File: src/rtl/gpr_mport_sb_pkg.sv
// Shared constants for the multi-port GPR file and its scoreboard.
// Holds the default register geometry and the zero-register address.
// The optional forwarding path is selected by the GPR_BYPASS_EN macro.
package gpr_mport_sb_pkg;

  localparam int unsigned GPR_DATA_W = 32;
  localparam int unsigned GPR_ADDR_W = 5;
  localparam int unsigned GPR_NUM_RD = 2;
  localparam int unsigned GPR_NUM_WR = 1;
  localparam logic [GPR_ADDR_W-1:0] GPR_ZERO_ADDR = 5'd0;

endpackage

File: src/rtl/gpr_mport_sb_if.sv
// Bus bundle between decode/writeback (master) and the GPR file (slave).
// Carries the packed write ports, read ports, issue claim, flush and debug busy vector.
interface gpr_mport_sb_if #(
  parameter int unsigned DATA_W = 32,
  parameter int unsigned ADDR_W = 5,
  parameter int unsigned NUM_RD = 2,
  parameter int unsigned NUM_WR = 1
);

  logic [NUM_WR-1:0]        wr_en_i;
  logic [NUM_WR*ADDR_W-1:0] wr_addr_i;
  logic [NUM_WR*DATA_W-1:0] wr_data_i;
  logic [NUM_RD*ADDR_W-1:0] rd_addr_i;
  logic [NUM_RD*DATA_W-1:0] rd_data_o;
  logic [NUM_RD-1:0]        rd_busy_o;
  logic                     issue_en_i;
  logic [ADDR_W-1:0]        issue_addr_i;
  logic                     issue_ok_o;
  logic                     flush_i;
  logic [(2**ADDR_W)-1:0]   busy_vec_o;

  modport master (
    output wr_en_i, wr_addr_i, wr_data_i, rd_addr_i, issue_en_i, issue_addr_i, flush_i,
    input  rd_data_o, rd_busy_o, issue_ok_o, busy_vec_o
  );

  modport slave (
    input  wr_en_i, wr_addr_i, wr_data_i, rd_addr_i, issue_en_i, issue_addr_i, flush_i,
    output rd_data_o, rd_busy_o, issue_ok_o, busy_vec_o
  );

endinterface

File: src/rtl/gpr_scoreboard.sv
// Pending-write scoreboard: one busy bit per register.
// Ports: clk, rst_n; wr_en/wr_addr clear bits; issue_en/issue_addr set a bit when
// issue_ok_c; flush clears everything; busy is the registered bit vector.
module gpr_scoreboard
  import gpr_mport_sb_pkg::*;
#(
  parameter int unsigned ADDR_W  = GPR_ADDR_W,
  parameter int unsigned NUM_WR  = GPR_NUM_WR,
  parameter int unsigned ZERO_R0 = 1
) (
  input  logic                     clk,
  input  logic                     rst_n,
  input  logic [NUM_WR-1:0]        wr_en,
  input  logic [NUM_WR*ADDR_W-1:0] wr_addr,
  input  logic                     issue_en,
  input  logic [ADDR_W-1:0]        issue_addr,
  input  logic                     flush,
  output logic                     issue_ok_c,
  output logic [(2**ADDR_W)-1:0]   busy
);

  logic [(2**ADDR_W)-1:0] busy_nxt;

  assign issue_ok_c = ~busy[issue_addr];

  // Clears first so a same-address claim in the same cycle wins.
  always_comb begin
    busy_nxt = busy;
    for (int k = 0; k < int'(NUM_WR); k++) begin
      if (wr_en[k]) busy_nxt[wr_addr[k*ADDR_W +: ADDR_W]] = 1'b0;
    end
    if (flush) begin
      busy_nxt = '0;
    end else if (issue_en && issue_ok_c) begin
      busy_nxt[issue_addr] = 1'b1;
    end
    if (ZERO_R0 != 0) busy_nxt[ADDR_W'(GPR_ZERO_ADDR)] = 1'b0;
  end

  always_ff @(posedge clk or negedge rst_n) begin
    if (!rst_n) busy <= '0;
    else        busy <= busy_nxt;
  end

endmodule

File: src/rtl/gpr_mport_sb.sv
// Multi-port general-purpose register file with integrated write scoreboard.
// Ports: clk, rst_n (async active-low); bus (slave modport) carrying NUM_WR write
// ports, NUM_RD combinational read ports with busy flags, issue claim/ok, flush and
// the debug busy vector. Define GPR_BYPASS_EN for same-cycle write-to-read forwarding.
module gpr_mport_sb
  import gpr_mport_sb_pkg::*;
#(
  parameter int unsigned DATA_W  = GPR_DATA_W,
  parameter int unsigned ADDR_W  = GPR_ADDR_W,
  parameter int unsigned NUM_RD  = GPR_NUM_RD,
  parameter int unsigned NUM_WR  = GPR_NUM_WR,
  parameter int unsigned ZERO_R0 = 1
) (
  input  logic          clk,
  input  logic          rst_n,
  gpr_mport_sb_if.slave bus
);

  localparam int unsigned DEPTH = 2**ADDR_W;
  localparam logic [ADDR_W-1:0] ZERO_ADDR = ADDR_W'(GPR_ZERO_ADDR);

  logic [DATA_W-1:0]        mem [DEPTH];
  logic [DEPTH-1:0]         busy;
  logic [NUM_RD*DATA_W-1:0] rd_data_c;
  logic [NUM_RD-1:0]        rd_busy_c;

  gpr_scoreboard #(
    .ADDR_W  (ADDR_W),
    .NUM_WR  (NUM_WR),
    .ZERO_R0 (ZERO_R0)
  ) u_sb (
    .clk        (clk),
    .rst_n      (rst_n),
    .wr_en      (bus.wr_en_i),
    .wr_addr    (bus.wr_addr_i),
    .issue_en   (bus.issue_en_i),
    .issue_addr (bus.issue_addr_i),
    .flush      (bus.flush_i),
    .issue_ok_c (bus.issue_ok_o),
    .busy       (busy)
  );

  // Storage; later ports overwrite earlier ones so the highest index wins.
  always_ff @(posedge clk or negedge rst_n) begin
    if (!rst_n) begin
      for (int r = 0; r < int'(DEPTH); r++) mem[r] <= '0;
    end else begin
      for (int k = 0; k < int'(NUM_WR); k++) begin
        if (bus.wr_en_i[k] &&
            !((ZERO_R0 != 0) && (bus.wr_addr_i[k*ADDR_W +: ADDR_W] == ZERO_ADDR))) begin
          mem[bus.wr_addr_i[k*ADDR_W +: ADDR_W]] <= bus.wr_data_i[k*DATA_W +: DATA_W];
        end
      end
    end
  end

  // Read muxes with optional forwarding of the in-flight write.
  always_comb begin
    logic [ADDR_W-1:0] ra;
    logic [DATA_W-1:0] rd;
    logic              rb;
    rd_data_c = '0;
    rd_busy_c = '0;
    for (int i = 0; i < int'(NUM_RD); i++) begin
      ra = bus.rd_addr_i[i*ADDR_W +: ADDR_W];
      rd = mem[ra];
      rb = busy[ra];
      if ((ZERO_R0 != 0) && (ra == ZERO_ADDR)) begin
        rd = '0;
        rb = 1'b0;
      end
`ifdef GPR_BYPASS_EN
      for (int k = 0; k < int'(NUM_WR); k++) begin
        if (bus.wr_en_i[k] && (bus.wr_addr_i[k*ADDR_W +: ADDR_W] == ra) &&
            !((ZERO_R0 != 0) && (ra == ZERO_ADDR))) begin
          rd = bus.wr_data_i[k*DATA_W +: DATA_W];
          rb = 1'b0;
        end
      end
      // Forwarding must not leak write data while held in reset.
      if (!rst_n) rd = '0;
`endif
      rd_data_c[i*DATA_W +: DATA_W] = rd;
      rd_busy_c[i] = rb;
    end
  end

  assign bus.rd_data_o  = rd_data_c;
  assign bus.rd_busy_o  = rd_busy_c;
  assign bus.busy_vec_o = busy;

endmodule

File: src/flat_wrapper.sv
// flat-port wrapper written by rule: the top's interface ports become plain ports
module gpr_mport_sb_flat import gpr_mport_sb_pkg::*;
#(
  parameter int unsigned DATA_W  = GPR_DATA_W,
  parameter int unsigned ADDR_W  = GPR_ADDR_W,
  parameter int unsigned NUM_RD  = GPR_NUM_RD,
  parameter int unsigned NUM_WR  = GPR_NUM_WR,
  parameter int unsigned ZERO_R0 = 1
)
  (clk, rst_n, bus_wr_en_i, bus_wr_addr_i, bus_wr_data_i, bus_rd_addr_i, bus_issue_en_i, bus_issue_addr_i, bus_flush_i, bus_rd_data_o, bus_rd_busy_o, bus_issue_ok_o, bus_busy_vec_o);
  gpr_mport_sb_if #(.DATA_W(DATA_W), .ADDR_W(ADDR_W), .NUM_RD(NUM_RD), .NUM_WR(NUM_WR)) bus_i ();
  input  logic clk;
  input  logic rst_n;
  input wire logic [$bits(bus_i.wr_en_i)-1:0] bus_wr_en_i;
  input wire logic [$bits(bus_i.wr_addr_i)-1:0] bus_wr_addr_i;
  input wire logic [$bits(bus_i.wr_data_i)-1:0] bus_wr_data_i;
  input wire logic [$bits(bus_i.rd_addr_i)-1:0] bus_rd_addr_i;
  input wire logic [$bits(bus_i.issue_en_i)-1:0] bus_issue_en_i;
  input wire logic [$bits(bus_i.issue_addr_i)-1:0] bus_issue_addr_i;
  input wire logic [$bits(bus_i.flush_i)-1:0] bus_flush_i;
  output wire logic [$bits(bus_i.rd_data_o)-1:0] bus_rd_data_o;
  output wire logic [$bits(bus_i.rd_busy_o)-1:0] bus_rd_busy_o;
  output wire logic [$bits(bus_i.issue_ok_o)-1:0] bus_issue_ok_o;
  output wire logic [$bits(bus_i.busy_vec_o)-1:0] bus_busy_vec_o;
  assign bus_i.wr_en_i = bus_wr_en_i;
  assign bus_i.wr_addr_i = bus_wr_addr_i;
  assign bus_i.wr_data_i = bus_wr_data_i;
  assign bus_i.rd_addr_i = bus_rd_addr_i;
  assign bus_i.issue_en_i = bus_issue_en_i;
  assign bus_i.issue_addr_i = bus_issue_addr_i;
  assign bus_i.flush_i = bus_flush_i;
  assign bus_rd_data_o = bus_i.rd_data_o;
  assign bus_rd_busy_o = bus_i.rd_busy_o;
  assign bus_issue_ok_o = bus_i.issue_ok_o;
  assign bus_busy_vec_o = bus_i.busy_vec_o;
  gpr_mport_sb #(.DATA_W(DATA_W), .ADDR_W(ADDR_W), .NUM_RD(NUM_RD), .NUM_WR(NUM_WR), .ZERO_R0(ZERO_R0)) u_core (.clk(clk), .rst_n(rst_n), .bus(bus_i));
endmodule
File: config.mk
export PLATFORM = sky130hd
export DESIGN_NAME = gpr_mport_sb_flat
export DESIGN_NICKNAME = d
export VERILOG_FILES = /design/src/rtl/gpr_mport_sb_pkg.sv /design/src/rtl/gpr_mport_sb_if.sv /design/src/rtl/gpr_scoreboard.sv /design/src/rtl/gpr_mport_sb.sv /design/src/flat_wrapper.sv
export SDC_FILE = /design/constraint.sdc
export NUM_CORES = 2
export LEC_CHECK = 0
export CAP_MARGIN = 10
export CORE_ASPECT_RATIO = 0.6
export CORE_MARGIN = 3
export CORE_UTILIZATION = 35
export DETAILED_ROUTE_END_ITERATION = 8
export PLACE_DENSITY = 0.62
export SKIP_CTS_REPAIR_TIMING = 1
export SKIP_LAST_GASP = 1
export SLEW_MARGIN = 30
export SYNTH_ARGS = -nofsm -noshare
export SYNTH_HDL_FRONTEND = slang
export SYNTH_SLANG_ARGS = --single-unit
File: constraint.sdc
create_clock -name clk -period 3.26 [get_ports clk]
set_input_delay 0.652 -clock clk [delete_from_list [all_inputs] [get_ports clk]]
set_output_delay 0.652 -clock clk [all_outputs]
set_load 0.05 [all_outputs]
Word-level counts from Yosys, hierarchy flattened
Index checks and enable logic that the tools add are counted.

cells by class
  order comparisons = 10
  multiplexer cells = 26
  bitwise logic cells = 7
  reduce and logical (&&, ||, !) cells = 9

operator list
  kind                                                 number
  bitwise mux 1024 bit                                 1
  binary-select mux 32 bit (select 5 bit)              2
  two-way mux 32 bit                                   10
  demux 32 bit (select 5 bit)                          1
  bitwise AND 32 bit                                   1
  NOT 32 bit                                           1
  bitwise OR 32 bit                                    1
  < comparator 5 x 6 -> 1 bit, second input constant   4
  >= comparator 6 bit, second input constant           3
  NOT 5 -> 6 bit                                       3
  binary-select mux 1 bit (select 5 bit)               3
  zero test 5 bit                                      3
  demux 1 bit (select 5 bit)                           2
  >= comparator 5 x 1 -> 1 bit, second input constant  2
  two-way mux 1 bit                                    7
  < comparator 6 x 1 -> 1 bit, second input constant   1
  logical AND 1 bit                                    5
  zero test 1 bit                                      1
  NOT 1 bit                                            1

storage, ports and cells
  register bits after elaboration = 1055
  input bits = 57
  logic and storage cells = 85

Depth between registers and ports, before layout
  depth in word-level cells = 10
  gate-level depth with buffers = 9
  gate-level depth less buffers = 4

Cells and area by module
Synthesis repeated with hierarchy kept, for this count alone.

unflattened totals
  cells, all modules = 3871
  area, all modules = 57446.3 µm²

by module, submodules not included
  module          times used  cells each  area an instance (µm²)
  gpr_mport_sb    1           3654        55475.7
  gpr_scoreboard  1           217         1970.6

Least setup slack after synthesis
No wires, ideal clock.

  path kind = input -> output
  from = input bus_issue_addr_i[1]
  to = output bus_issue_ok_o
  arrival = 2847 ps
  required time = 2608 ps
  setup slack = -239 ps
  stages on the path = 5
  buffers on the path = 2
  cells stage by stage = clkbuf_1 > clkbuf_1 > mux4_2 > a32o_1 > nor3_1

between the ends
  longest elaborated chain between the ends = 3

RTL lines
  element                                  line                  source
  start: declaration                       flat_wrapper.sv:19    input wire logic [$bits(bus_i.issue_addr_i)-1:0] bus_issue_addr_i;
  binary-select mux 1 bit (select 5 bit)   gpr_scoreboard.sv:24  assign issue_ok_c = ~busy[issue_addr];
  two-way mux 1 bit (not written as such)  gpr_scoreboard.sv:24
  NOT 1 bit                                gpr_scoreboard.sv:24
  end: declaration                         flat_wrapper.sv:23    output wire logic [$bits(bus_i.issue_ok_o)-1:0] bus_issue_ok_o;

No other way between the ends. The select of a mux whose other input is x is not followed.

Worst setup path in the final report
  from = input bus_rd_addr_i[5]
  to = output bus_rd_data_o[33]

between the ends
  longest elaborated chain between the ends = 5
  elaborated cells between the ends (all ways) = 6
  those cells by class = mux (4); bitwise (1); reduce/logical (1)

RTL lines
  element                                                 line                source
  start: declaration                                      flat_wrapper.sv:17  input wire logic [$bits(bus_i.rd_addr_i)-1:0] bus_rd_addr_i;
  NOT 5 -> 6 bit (not written as such)                    gpr_mport_sb.sv:66  rd = mem[ra];
  binary-select mux 32 bit (select 5 bit)                 gpr_mport_sb.sv:66
  two-way mux 32 bit (not written as such) (2 in series)  gpr_mport_sb.sv:66
  two-way mux 32 bit (*)                                  gpr_mport_sb.sv:68  if ((ZERO_R0 != 0) && (ra == ZERO_ADDR)) begin
  end: declaration                                        flat_wrapper.sv:21  output wire logic [$bits(bus_i.rd_data_o)-1:0] bus_rd_data_o;

Every way passes the cells marked *; elsewhere a longest branch is shown, timed or not. The select of a mux whose other input is x is not followed.

==> results.sh <==
export IMPL_routed_top_layer="met5"
export IMPL_number_of_endpoints_failing_setup_at_the_final_stage=2
export IMPL_report_final_hold_viol_count=0
export IMPL_die_width_um=527
export IMPL_synth_seq_area_share=0.463
export IMPL_layout_setup_ws_ns=-0.0390
export IMPL_tightest_slew_ns=0.867
export IMPL_route_vias_total=37878
export IMPL_initial_core_util=0.353
export IMPL_finalNetCount=4072
export IMPL_grt_util_all_layers=0.230
export IMPL_power_density_nw_per_um2=577
export IMPL_endpoint_kind="primary output"
export IMPL_ff2ff_path_depth=3
export IMPL_max_cap_viol_count=0
export IMPL_holdPathStages=0
export IMPL_reg2reg_slack_ns=1.52
export IMPL_worst_slew_margin_rel=0.422
export IMPL_clock_power_share=0.317
export IMPL_setup_repair_after_global_routing_missed_its_margin="yes"
export IMPL_die_area_sq_um=168000
export IMPL_fillerInstances=14392
export IMPL_numClockSinks=1055
export IMPL_data_required_time_of_the_worst_path_ns=2.61
export IMPL_mappedNetlistNets=3901
export IMPL_drt_met1_wl_mm=87.8
export IMPL_violations="negative setup slack"
export IMPL_path_clk_slew_ns=0.06
export IMPL_max_slew_violation_total_from_the_final_report=0
export IMPL_cts_tree="yes"
export IMPL_boundaryPins=156
export IMPL_crit_path_arrival_time_ns=2.65
export IMPL_drc=0
export IMPL_synth_ff_type="sky130_fd_sc_hd__dfrtp_1"
export IMPL_post_synth_cell_area_avg_sq_um=14.8
export IMPL_total_area_of_sequential_cells_sq_um=26400
export IMPL_area_growth_pct=19.2
export IMPL_post_synth_num_cell_types=60
export IMPL_grt_start_max_net_pins=93
export IMPL_synthDominantAreaCellType="sky130_fd_sc_hd__dfrtp_1"
export IMPL_netSwitchingPower_mw=11.4
export IMPL_multiInputGateArea_sq_um=28900
export IMPL_netlist_instances=3844
export IMPL_vias_in_the_first_global_route=38255
export IMPL_worst_case_clock_buffer_depth=3
export IMPL_fraction_of_layout_instances_using_a_drive_strength_above_1=0.535
export IMPL_drt_iter0_drc=3655
export IMPL_yosys_top_cells_count="sky130_fd_sc_hd__dfrtp_1 (1055), sky130_fd_sc_hd__mux2_2 (1038), sky130_fd_sc_hd__mux4_2 (438)"
export IMPL_p_comb_frac=0.239
export IMPL_worstSkewPairLatency_ns=0.72
export IMPL_setup_worst_path_class="input port to primary output"
export IMPL_drt_pre_antenna_iters=6
export IMPL_place_inst=6041
export IMPL_path_max_fanout=17
export IMPL_wl_met3_mm=16.9
export IMPL_antenna_found_initial=14
export IMPL_ys_seq_elements=1055
export IMPL_length_of_routed_met2_wiring_mm=85.3
export IMPL_static_leakage_power_nw=29.5
export IMPL_hold_slack_ns=0.379
export IMPL_gpl_final_weighted_congestion=0.822
export IMPL_fin_skew_ns=0.00559
export IMPL_most_instantiated_library_cell_after_synthesis="sky130_fd_sc_hd__dfrtp_1"
export IMPL_post_route_period_util=1.01
export IMPL_synth_yosys_warnings=0
export IMPL_cts_buffers_inserted=100
export IMPL_routed_wl_mm=195
export IMPL_run_status="finished, violations left"
export IMPL_finalPower_mw=39.2
export IMPL_timing_hold_worst_class="flip-flop to flip-flop"
export IMPL_grt_overflow=0
export IMPL_yosys_top_cells_area="sky130_fd_sc_hd__dfrtp_1 (46%), sky130_fd_sc_hd__mux2_2 (21%), sky130_fd_sc_hd__mux4_2 (17%), sky130_fd_sc_hd__mux2i_1 (5.1%), sky130_fd_sc_hd__buf_2 (1.4%)"
export IMPL_core_area_sq_um=161000
export IMPL_io_buffer_count=154
export IMPL_max_vdd_ir_drop_v=0.000416
export IMPL_grt_first_pass_wirelength_mm=284
export IMPL_timing_final_crit_period_ns=3.30
export IMPL_p_seq_frac=0.444
export IMPL_cts_htree_levels=3
export IMPL_via_per_instance_ratio=6.07
export IMPL_synth_edff_count=0
export IMPL_drt_wirelength_per_cell_um=31.2
export IMPL_finalNonFillerCells=6243
export IMPL_yosysTopAreaCellShare=0.463
export IMPL_power_switching_fraction=0.291
export IMPL_syn_cell_area_sq_um=57000
export IMPL_antenna_violating_nets_left=0
export IMPL_hpwlAfterDp_mm=125
export IMPL_internal_power_mw=27.8
export IMPL_crit_path_start_kind="input port"
export IMPL_cts_root_buffer_cell="sky130_fd_sc_hd__clkbuf_16"
export IMPL_synth_async_sr_flop_share=1.00
export IMPL_fp_dieH_um=319
export IMPL_achievable_frequency_ghz=0.303
export IMPL_number_of_cell_rows=114
stage by stage:
stage | setup TNS (ns) | setup WS (ns) | utilization | cell area [sq um]
2_1_floorplan | 0 | 0.00979 | - | 57100
3_3_place_gp | -2.23 | -0.337 | 0.398 | 64100
3_5_place_dp | -2.14 | -0.365 | 0.398 | 64100
4_1_cts | -2.47 | -0.379 | 0.419 | 67500
5_1_grt | -0.212 | -0.0592 | 0.421 | 68000
6_report | -0.0492 | -0.0390 | 0.421 | 68000
critical path, stage by stage:
cell and delay (ns):
sky130_fd_sc_hd__buf_16 0.15, sky130_fd_sc_hd__buf_16 0.19, sky130_fd_sc_hd__buf_4 0.16, sky130_fd_sc_hd__mux2_2 0.21
sky130_fd_sc_hd__o22ai_1 0.09, sky130_fd_sc_hd__o41ai_2 0.48, sky130_fd_sc_hd__buf_4 0.20, sky130_fd_sc_hd__a2bb2oi_1 0.16
sky130_fd_sc_hd__buf_4 0.19, sky130_fd_sc_hd__buf_12 0.14
layout by cell type (no fill, tap or decap), types with 20 or more instances in the layout:
cell	instances
sky130_fd_sc_hd__dfrtp_1	1053
sky130_fd_sc_hd__mux2_2	1037
sky130_fd_sc_hd__mux4_2	438
sky130_fd_sc_hd__mux2i_1	286
sky130_fd_sc_hd__buf_4	224
sky130_fd_sc_hd__buf_12	186
sky130_fd_sc_hd__clkbuf_16	104
sky130_fd_sc_hd__o22ai_1	52
sky130_fd_sc_hd__clkdlybuf4s50_1	50
sky130_fd_sc_hd__nor2b_1	42
sky130_fd_sc_hd__a221oi_1	41
sky130_fd_sc_hd__a211oi_1	38
sky130_fd_sc_hd__o21ai_0	35
sky130_fd_sc_hd__a21o_1	31
sky130_fd_sc_hd__nor2_1	30
sky130_fd_sc_hd__buf_2	28
sky130_fd_sc_hd__clkbuf_8	24
sky130_fd_sc_hd__nand3b_1	23
sky130_fd_sc_hd__nand2_1	22
sky130_fd_sc_hd__clkbuf_1	20
power by group through the flow:
stage / clock [mW] / combinational, mW / sequential (mW)
floorplan: 0 / 6.50 / 16.8
global placement: 0 / 9.08 / 17.4
detailed placement: 0 / 9.27 / 17.5
CTS: 12.6 / 9.30 / 17.3
global route: 13.2 / 9.98 / 17.7
finish: 12.4 / 9.36 / 17.4
layer usage:
layer / vias up / track usage
met5: - / 0
met4: 4 / 0.0607
met3: 317 / 0.0581
met2: 1667 / 0.332
met1: 20676 / 0.342
li1: 15214 / -
registers in the layout (all words and copies together), names as in the netlist:
| name | count |
|---|---|
| u_core.mem | 1024 |
| u_core.u_sb.busy | 31 |
cells by family after synthesis:
family | share of synthesized area
AND/OR/NAND/NOR | 0.0207
other | 0.0000658
flip-flops | 0.463
multiplexers | 0.433
buffers and inverters | 0.0394
AO/OA/AOI/OAI | 0.0435
final cells by class:
class	instances	share of cell area
Timing Repair Buffer	509	0.0953
Clock inverter	35	0.00705
Inverter	19	0.00105
Multi-Input combinational cell	2330	0.426
Clock buffer	144	0.0428
Tap cell	2146	0.0395
Sequential cell	1055	0.389
Antenna cell	5	0.000184
path summary, 6_finish.rpt:
| path | start | end |
|---|---|---|
| setup / recovery | bus_rd_addr_i[5] | bus_rd_data_o[33] |
| hold / removal | u_core.mem[1019] | u_core.mem[1019] |
| setup reg to reg | u_core.u_sb.busy[27] | u_core.u_sb.busy[24] |
| hold reg to reg | u_core.mem[1019] | u_core.mem[1019] |
| max in group asynchronous | rst_n | u_core.mem[678] |
| min in group asynchronous | rst_n | u_core.mem[346] |
Note: power is estimated with default switching activity, not from simulation.
